File: src/rtl/inventario_dual_if.sv
// Purpose: bundles the sale/restock/error-clear inputs and the availability,
//          count, status and error outputs of the dual-product stock keeper.
// Signals:
//   sale_a, sale_b        one-unit sale events from the sale controller (L / L2)
//   restock_a, restock_b  operator restock events
//   err_clr               clears the sticky sale-on-empty errors
//   E, E2                 product available flags (count != 0)
//   stock_a, stock_b      current counts, WIDTH bits
//   status_a, status_b    00 EMPTY, 01 LOW, 10 OK, 11 FULL
//   err_a, err_b          sticky sale-on-empty errors
// Modports: master drives the events and observes the results; slave is the
//           stock keeper itself.
interface inventario_dual_if #(
    parameter int WIDTH = 4
);
    logic             sale_a;
    logic             sale_b;
    logic             restock_a;
    logic             restock_b;
    logic             err_clr;
    logic             E;
    logic             E2;
    logic [WIDTH-1:0] stock_a;
    logic [WIDTH-1:0] stock_b;
    logic [1:0]       status_a;
    logic [1:0]       status_b;
    logic             err_a;
    logic             err_b;

    modport master (
        output sale_a, sale_b, restock_a, restock_b, err_clr,
        input  E, E2, stock_a, stock_b, status_a, status_b, err_a, err_b
    );

    modport slave (
        input  sale_a, sale_b, restock_a, restock_b, err_clr,
        output E, E2, stock_a, stock_b, status_a, status_b, err_a, err_b
    );
endinterface

File: src/rtl/inventario_dual.sv
// Purpose: stock keeper for the two products of the vending machine. Counts
//          sales and restocks per product, reports availability (E/E2) that
//          the sale controller samples before accepting an order, decodes a
//          per-product EMPTY/LOW/OK/FULL status and flags sales on empty.
// Ports:
//   clk1    system clock, rising edge
//   reset1  synchronous active-high reset, priority over all other inputs
//   bus     inventario_dual_if.slave (events in, counts/flags/status out)
// Only the counts and the error flags are registers; E/E2 and status are
// decoded from the registered counts, so they move together with the count.
module inventario_dual #(
    parameter int WIDTH       = 4,
    parameter int MAX_STOCK   = 9,
    parameter int INIT_STOCK  = 5,
    parameter int RESTOCK_AMT = 3,
    parameter int LOW_THRESH  = 2
) (
    input  logic                 clk1,
    input  logic                 reset1,
    inventario_dual_if.slave     bus
);

    typedef enum logic [1:0] {
        ST_EMPTY = 2'b00,
        ST_LOW   = 2'b01,
        ST_OK    = 2'b10,
        ST_FULL  = 2'b11
    } status_t;

    localparam logic [WIDTH-1:0] INIT_C    = WIDTH'(INIT_STOCK);
    localparam logic [WIDTH-1:0] MAX_C     = WIDTH'(MAX_STOCK);
    localparam logic [WIDTH-1:0] LOW_C     = WIDTH'(LOW_THRESH);
    localparam logic [WIDTH:0]   MAX_WIDE  = (WIDTH+1)'(MAX_STOCK);
    localparam logic [WIDTH:0]   RSTK_WIDE = (WIDTH+1)'(RESTOCK_AMT);

    // The sale is judged against the pre-edge count, so a restock in the same
    // cycle cannot rescue a sale on empty. The sum is formed one bit wider
    // than the counter so the clamp sees the true value, never a wrapped one.
    function automatic logic [WIDTH-1:0] next_count(
        input logic [WIDTH-1:0] c,
        input logic             sale,
        input logic             restock
    );
        logic [WIDTH:0] sum;
        sum = {1'b0, c};
        if (sale && (c != {WIDTH{1'b0}})) begin
            sum = sum - {{WIDTH{1'b0}}, 1'b1};
        end else begin
            sum = sum;
        end
        if (restock) begin
            sum = sum + RSTK_WIDE;
        end else begin
            sum = sum;
        end
        if (sum > MAX_WIDE) begin
            sum = MAX_WIDE;
        end else begin
            sum = sum;
        end
        return sum[WIDTH-1:0];
    endfunction

    // Sticky error: a new violation wins over a simultaneous clear.
    function automatic logic next_err(
        input logic             err,
        input logic [WIDTH-1:0] c,
        input logic             sale,
        input logic             clr
    );
        logic n;
        if (sale && (c == {WIDTH{1'b0}})) begin
            n = 1'b1;
        end else if (clr) begin
            n = 1'b0;
        end else begin
            n = err;
        end
        return n;
    endfunction

    // FULL is tested before LOW so it wins if the two ranges ever overlap.
    function automatic status_t decode_status(input logic [WIDTH-1:0] c);
        status_t s;
        if (c == {WIDTH{1'b0}}) begin
            s = ST_EMPTY;
        end else if (c == MAX_C) begin
            s = ST_FULL;
        end else if (c <= LOW_C) begin
            s = ST_LOW;
        end else begin
            s = ST_OK;
        end
        return s;
    endfunction

    logic [WIDTH-1:0] stock_a_r;
    logic [WIDTH-1:0] stock_b_r;
    logic             err_a_r;
    logic             err_b_r;
    logic [WIDTH-1:0] stock_a_nxt_s;
    logic [WIDTH-1:0] stock_b_nxt_s;
    logic             err_a_nxt_s;
    logic             err_b_nxt_s;
    status_t          status_a_s;
    status_t          status_b_s;

    // Next-state computation for both products (independent, same rules).
    always_comb begin
        stock_a_nxt_s = next_count(stock_a_r, bus.sale_a, bus.restock_a);
        stock_b_nxt_s = next_count(stock_b_r, bus.sale_b, bus.restock_b);
        err_a_nxt_s   = next_err(err_a_r, stock_a_r, bus.sale_a, bus.err_clr);
        err_b_nxt_s   = next_err(err_b_r, stock_b_r, bus.sale_b, bus.err_clr);
    end

    // Count and error registers; reset discards any event in the same cycle.
    always_ff @(posedge clk1) begin
        if (reset1) begin
            stock_a_r <= INIT_C;
            stock_b_r <= INIT_C;
            err_a_r   <= 1'b0;
            err_b_r   <= 1'b0;
        end else begin
            stock_a_r <= stock_a_nxt_s;
            stock_b_r <= stock_b_nxt_s;
            err_a_r   <= err_a_nxt_s;
            err_b_r   <= err_b_nxt_s;
        end
    end

    // Status decode from the registered counts.
    always_comb begin
        status_a_s = decode_status(stock_a_r);
        status_b_s = decode_status(stock_b_r);
    end

    assign bus.stock_a  = stock_a_r;
    assign bus.stock_b  = stock_b_r;
    assign bus.err_a    = err_a_r;
    assign bus.err_b    = err_b_r;
    assign bus.E        = (stock_a_r != {WIDTH{1'b0}});
    assign bus.E2       = (stock_b_r != {WIDTH{1'b0}});
    assign bus.status_a = status_a_s;
    assign bus.status_b = status_b_s;

endmodule

File: src/flat_wrapper.sv
// flat-port wrapper written by rule: the top's interface ports become plain ports
module inventario_dual_flat 
#(
    parameter int WIDTH       = 4,
    parameter int MAX_STOCK   = 9,
    parameter int INIT_STOCK  = 5,
    parameter int RESTOCK_AMT = 3,
    parameter int LOW_THRESH  = 2
)
  (clk1, reset1, bus_sale_a, bus_sale_b, bus_restock_a, bus_restock_b, bus_err_clr, bus_E, bus_E2, bus_stock_a, bus_stock_b, bus_status_a, bus_status_b, bus_err_a, bus_err_b);
  inventario_dual_if #(.WIDTH(WIDTH)) bus_i ();
  input  logic clk1;
  input  logic reset1;
  input wire logic [$bits(bus_i.sale_a)-1:0] bus_sale_a;
  input wire logic [$bits(bus_i.sale_b)-1:0] bus_sale_b;
  input wire logic [$bits(bus_i.restock_a)-1:0] bus_restock_a;
  input wire logic [$bits(bus_i.restock_b)-1:0] bus_restock_b;
  input wire logic [$bits(bus_i.err_clr)-1:0] bus_err_clr;
  output wire logic [$bits(bus_i.E)-1:0] bus_E;
  output wire logic [$bits(bus_i.E2)-1:0] bus_E2;
  output wire logic [$bits(bus_i.stock_a)-1:0] bus_stock_a;
  output wire logic [$bits(bus_i.stock_b)-1:0] bus_stock_b;
  output wire logic [$bits(bus_i.status_a)-1:0] bus_status_a;
  output wire logic [$bits(bus_i.status_b)-1:0] bus_status_b;
  output wire logic [$bits(bus_i.err_a)-1:0] bus_err_a;
  output wire logic [$bits(bus_i.err_b)-1:0] bus_err_b;
  assign bus_i.sale_a = bus_sale_a;
  assign bus_i.sale_b = bus_sale_b;
  assign bus_i.restock_a = bus_restock_a;
  assign bus_i.restock_b = bus_restock_b;
  assign bus_i.err_clr = bus_err_clr;
  assign bus_E = bus_i.E;
  assign bus_E2 = bus_i.E2;
  assign bus_stock_a = bus_i.stock_a;
  assign bus_stock_b = bus_i.stock_b;
  assign bus_status_a = bus_i.status_a;
  assign bus_status_b = bus_i.status_b;
  assign bus_err_a = bus_i.err_a;
  assign bus_err_b = bus_i.err_b;
  inventario_dual #(.WIDTH(WIDTH), .MAX_STOCK(MAX_STOCK), .INIT_STOCK(INIT_STOCK), .RESTOCK_AMT(RESTOCK_AMT), .LOW_THRESH(LOW_THRESH)) u_core (.clk1(clk1), .reset1(reset1), .bus(bus_i));
endmodule
File: config.mk
export PLATFORM = sky130hd
export DESIGN_NAME = inventario_dual_flat
export DESIGN_NICKNAME = d
export VERILOG_FILES = /design/src/rtl/inventario_dual_if.sv /design/src/rtl/inventario_dual.sv /design/src/flat_wrapper.sv
export SDC_FILE = /design/constraint.sdc
export NUM_CORES = 1
export LEC_CHECK = 0
export BUFFER_PORTS_ARGS = -buffer_cell sky130_fd_sc_hd__buf_2
export CAP_MARGIN = 10
export CORE_MARGIN = 1.5
export CORE_UTILIZATION = 55
export DETAILED_ROUTE_END_ITERATION = 10
export HOLD_SLACK_MARGIN = 0.05
export PLACE_DENSITY = 0.82
export SETUP_SLACK_MARGIN = 0.4
export SLEW_MARGIN = 10
export SYNTH_ARGS = -nofsm -noshare
export SYNTH_HDL_FRONTEND = slang
export SYNTH_SLANG_ARGS = --single-unit
File: constraint.sdc
create_clock -name clk1 -period 4.8 [get_ports clk1]
set_input_delay 0.72 -clock clk1 [delete_from_list [all_inputs] [get_ports clk1]]
set_output_delay 0.72 -clock clk1 [all_outputs]
set_load 0.02 [all_outputs]
==> impl_metrics.env <==
export IMPL_port_buffers=22
export IMPL_grt_overflow=0
export IMPL_r2r_slack_ns=2.58
export IMPL_cpLargestDelayFamily="simple AND/OR/NAND/NOR gates"
export IMPL_critPathLaunchType="flip-flop"
export IMPL_cts_root_buf="clkbuf_4"
export IMPL_vias=859
export IMPL_dp_hpwl_um=1350
export IMPL_critPathMaxFanout=8
export IMPL_startpoint="u_core.bus.stock_b[0]"
export IMPL_fin_nets=140
export IMPL_initial_utilization=0.587
export IMPL_clock_latency_ns=0.28
export IMPL_cts_num_sinks=10
export IMPL_cp_num_cells=4
export IMPL_critPathSlowestCell="or3b_4"
export IMPL_timing_rr_end="u_core.bus.stock_a[0]"
export IMPL_routed_wl_um=1890
export IMPL_finalMaxSlewViolations=0
export IMPL_via_per_inst=6.05
export IMPL_rsz0062_at_grt="no"
export IMPL_grt_usage=0.228
export IMPL_yosysMostFrequentCell="dfxtp_1"
export IMPL_cellPowerDensity_nw_per_um2=567
export IMPL_hold_viol=0
export IMPL_tns_ns=0
export IMPL_area_delta_synth_final_pct=14.3
export IMPL_syn_nets=117
export IMPL_postCtsSetupBuffers=0
export IMPL_p_clk_frac=0.145
export IMPL_leakage_nw=0.440
export IMPL_fp_dieW_um=42.9
export IMPL_ff2ff_path_depth=7
export IMPL_antenna_found_initial=0
export IMPL_swShare=0.488
export IMPL_grt_pass1_vias=762
export IMPL_firstDrtPassIters=4
export IMPL_min_period_over_period=0.513
export IMPL_crit_chain="inv_1 > ha_1 > or3b_4 > buf_2"
export IMPL_cts_max_level=1
export IMPL_yosysTopAreaCellShare=0.229
export IMPL_postSynth_asyncResetShare=0
export IMPL_postCtsHoldBufs=0
export IMPL_cts_tree="built"
export IMPL_drive_gt1_frac=0.278
export IMPL_post_cts_resize_count=0
export IMPL_netlist_top_cells_count="dfxtp_1 (10), inv_1 (9), nor2_1 (8)"
export IMPL_synth_avg_cell_area_um2=8.41
export IMPL_ios=23
export IMPL_clock_path_buffers=2
export IMPL_synthTopCellsByArea="dfxtp_1 (23%), ha_1 (8.6%), a21oi_1 (4.0%)"
export IMPL_internal_power_mw=0.290
export IMPL_synthFlopType="dfxtp_1"
export IMPL_gp_congestion=0.840
export IMPL_setup_viol=0
export IMPL_power_switching_mw=0.277
export IMPL_postRouteAntennaNets=0
export IMPL_row_count=14
export IMPL_cp_required_ns=4.08
export IMPL_synth_distinct_cells=44
export IMPL_drv_cap=0
export IMPL_synth_edf_count=0
export IMPL_seq_power_share=0.281
export IMPL_worst_pin_slew_ns=0.444
export IMPL_min_path_type="flip-flop to flip-flop"
export IMPL_grt_max_degree=11
export IMPL_max_freq_ghz=0.406
export IMPL_max_slew_margin=0.695
export IMPL_cp_slowest_stage_delay_ns=0.43
export IMPL_dr_first_iter_drc_count=34
export IMPL_pwr_share_comb=0.575
export IMPL_seq_area_frac_synth=0.229
export IMPL_yosys_area_top_type="dfxtp_1"
export IMPL_syn_inst=104
export IMPL_synth_seq_cells=10
export IMPL_end_kind="output port"
export IMPL_outcome="completed"
export IMPL_yosysWarningCount=0
export IMPL_arrival_ns=1.74
export IMPL_peakVddDrop_mv=0.309
export IMPL_synth_area_um2=875
export IMPL_grt_pass1_wl_um=3150
export IMPL_criticalPathCategory="flip-flop to output port"
export IMPL_crit_buf_inv=2
export IMPL_cts_buffers=3
export IMPL_design_die_area_um2=1840
export IMPL_skew_ns=0.00174
export IMPL_diodes=0
export IMPL_endpoint="bus_E2"
export IMPL_fp_coreArea_um2=1490
export IMPL_r2r_start="u_core.bus.stock_a[1]"
export IMPL_drc=0
export IMPL_cts_clk_slew_worst_paths_ns=0.07
export IMPL_die_h_um=42.9
export IMPL_avgRoutedWirePerCell_um=13.3
export IMPL_finalCriticalPeriod_ns=2.46
export IMPL_hold_slack_ns=0.505
## registers in the layout, summed over array words and instances, names as in the netlist
name / cells
u_core.bus.stock_a: 4
u_core.bus.stock_b: 4
u_core.bus.err_a: 1
u_core.bus.err_b: 1
## routing by layer
layer  up-vias  track usage  routed length [µm]
met1       395        0.287                 878
met3         8       0.0511                 114
met4         0        0.144                  55
met5         -            0                   0
li1        424            -                   -
met2        32        0.345                 845
## stage by stage
step	instance area [µm²]	total power [mW]	std cells	util	setup WS (ns)
floorplan	875	0.409	104	-	2.50
global placement	963	0.473	138	0.647	2.57
detailed placement	963	0.481	138	0.647	2.46
CTS	1000	0.565	142	0.671	2.33
global route	1000	0.613	142	0.671	2.18
finish	1000	0.567	142	0.671	2.34
## worst register-to-register path: cells and delay by family (launching register included)
kind                       cells  cell delay, ns
DFF                            1            0.35
adders and majority gates      1            0.24
and+or+nand+nor                2            0.66
buffers and inverters          1            0.13
AOI/OAI and AO/OA              3            0.74
## power by group through the flow
stage          registers (mW)  logic (mW)  clock network, mW
4_1_cts                 0.159       0.325             0.0816
3_5_place_dp            0.160       0.321                  0
2_1_floorplan           0.175       0.233                  0
3_3_place_gp            0.160       0.313                  0
5_1_grt                 0.165       0.362             0.0861
6_report                0.159       0.326             0.0820
## cells by family (layout without fill, tap and decap cells)
group           count (synthesis)  after routing  synth area share
mux                             3              3            0.0358
xor+xnor                        2              2            0.0200
compound gates                 30             30             0.249
flops                          10             10             0.229
fa+ha+maj                       6              6            0.0858
simple gates                   40             40             0.295
buf+inv                        13             35            0.0858
## worst min-delay path by stage
stage | startpoint | to | cells after the start
2_1_floorplan | u_core.bus.err_b | u_core.bus.err_b | 2
3_3_place_gp | u_core.bus.err_b | u_core.bus.err_b | 2
3_5_place_dp | u_core.bus.err_a | u_core.bus.err_a | 2
4_1_cts | u_core.bus.err_a | u_core.bus.err_a | 2
5_1_grt | u_core.bus.err_a | u_core.bus.err_a | 2
6_report | u_core.bus.err_a | u_core.bus.err_a | 2
## cells in the final DEF (no fill, tap or decap), types with 2 or more instances in the layout
cell type  synthesis  layout
buf_2              0      22
dfxtp_1           10      10
inv_1              9       9
nor2_1             8       8
a21oi_1            7       7
ha_1               6       6
nand2b_1           4       4
nor4b_1            4       4
nand2_1            4       4
a22oi_1            3       3
o21ai_0            3       3
clkbuf_4           0       3
mux2i_1            2       2
nor2b_1            2       2
o21a_1             2       2
o211ai_1           2       2
and3_1             2       2
a31o_2             2       2
nor3b_1            2       2
a21o_1             2       2
nor3_1             2       2
o21ai_1            2       2
## layout make-up
type | instances | area [µm²]
clock buffers | 4 | 36.3
fillers | 118 | 489
inverters | 9 | 33.8
multi-input cells | 81 | 599
flip-flops and latches | 10 | 200
well taps | 16 | 20.0
repair buffers | 22 | 110
(Power assumes the default switching activity.)
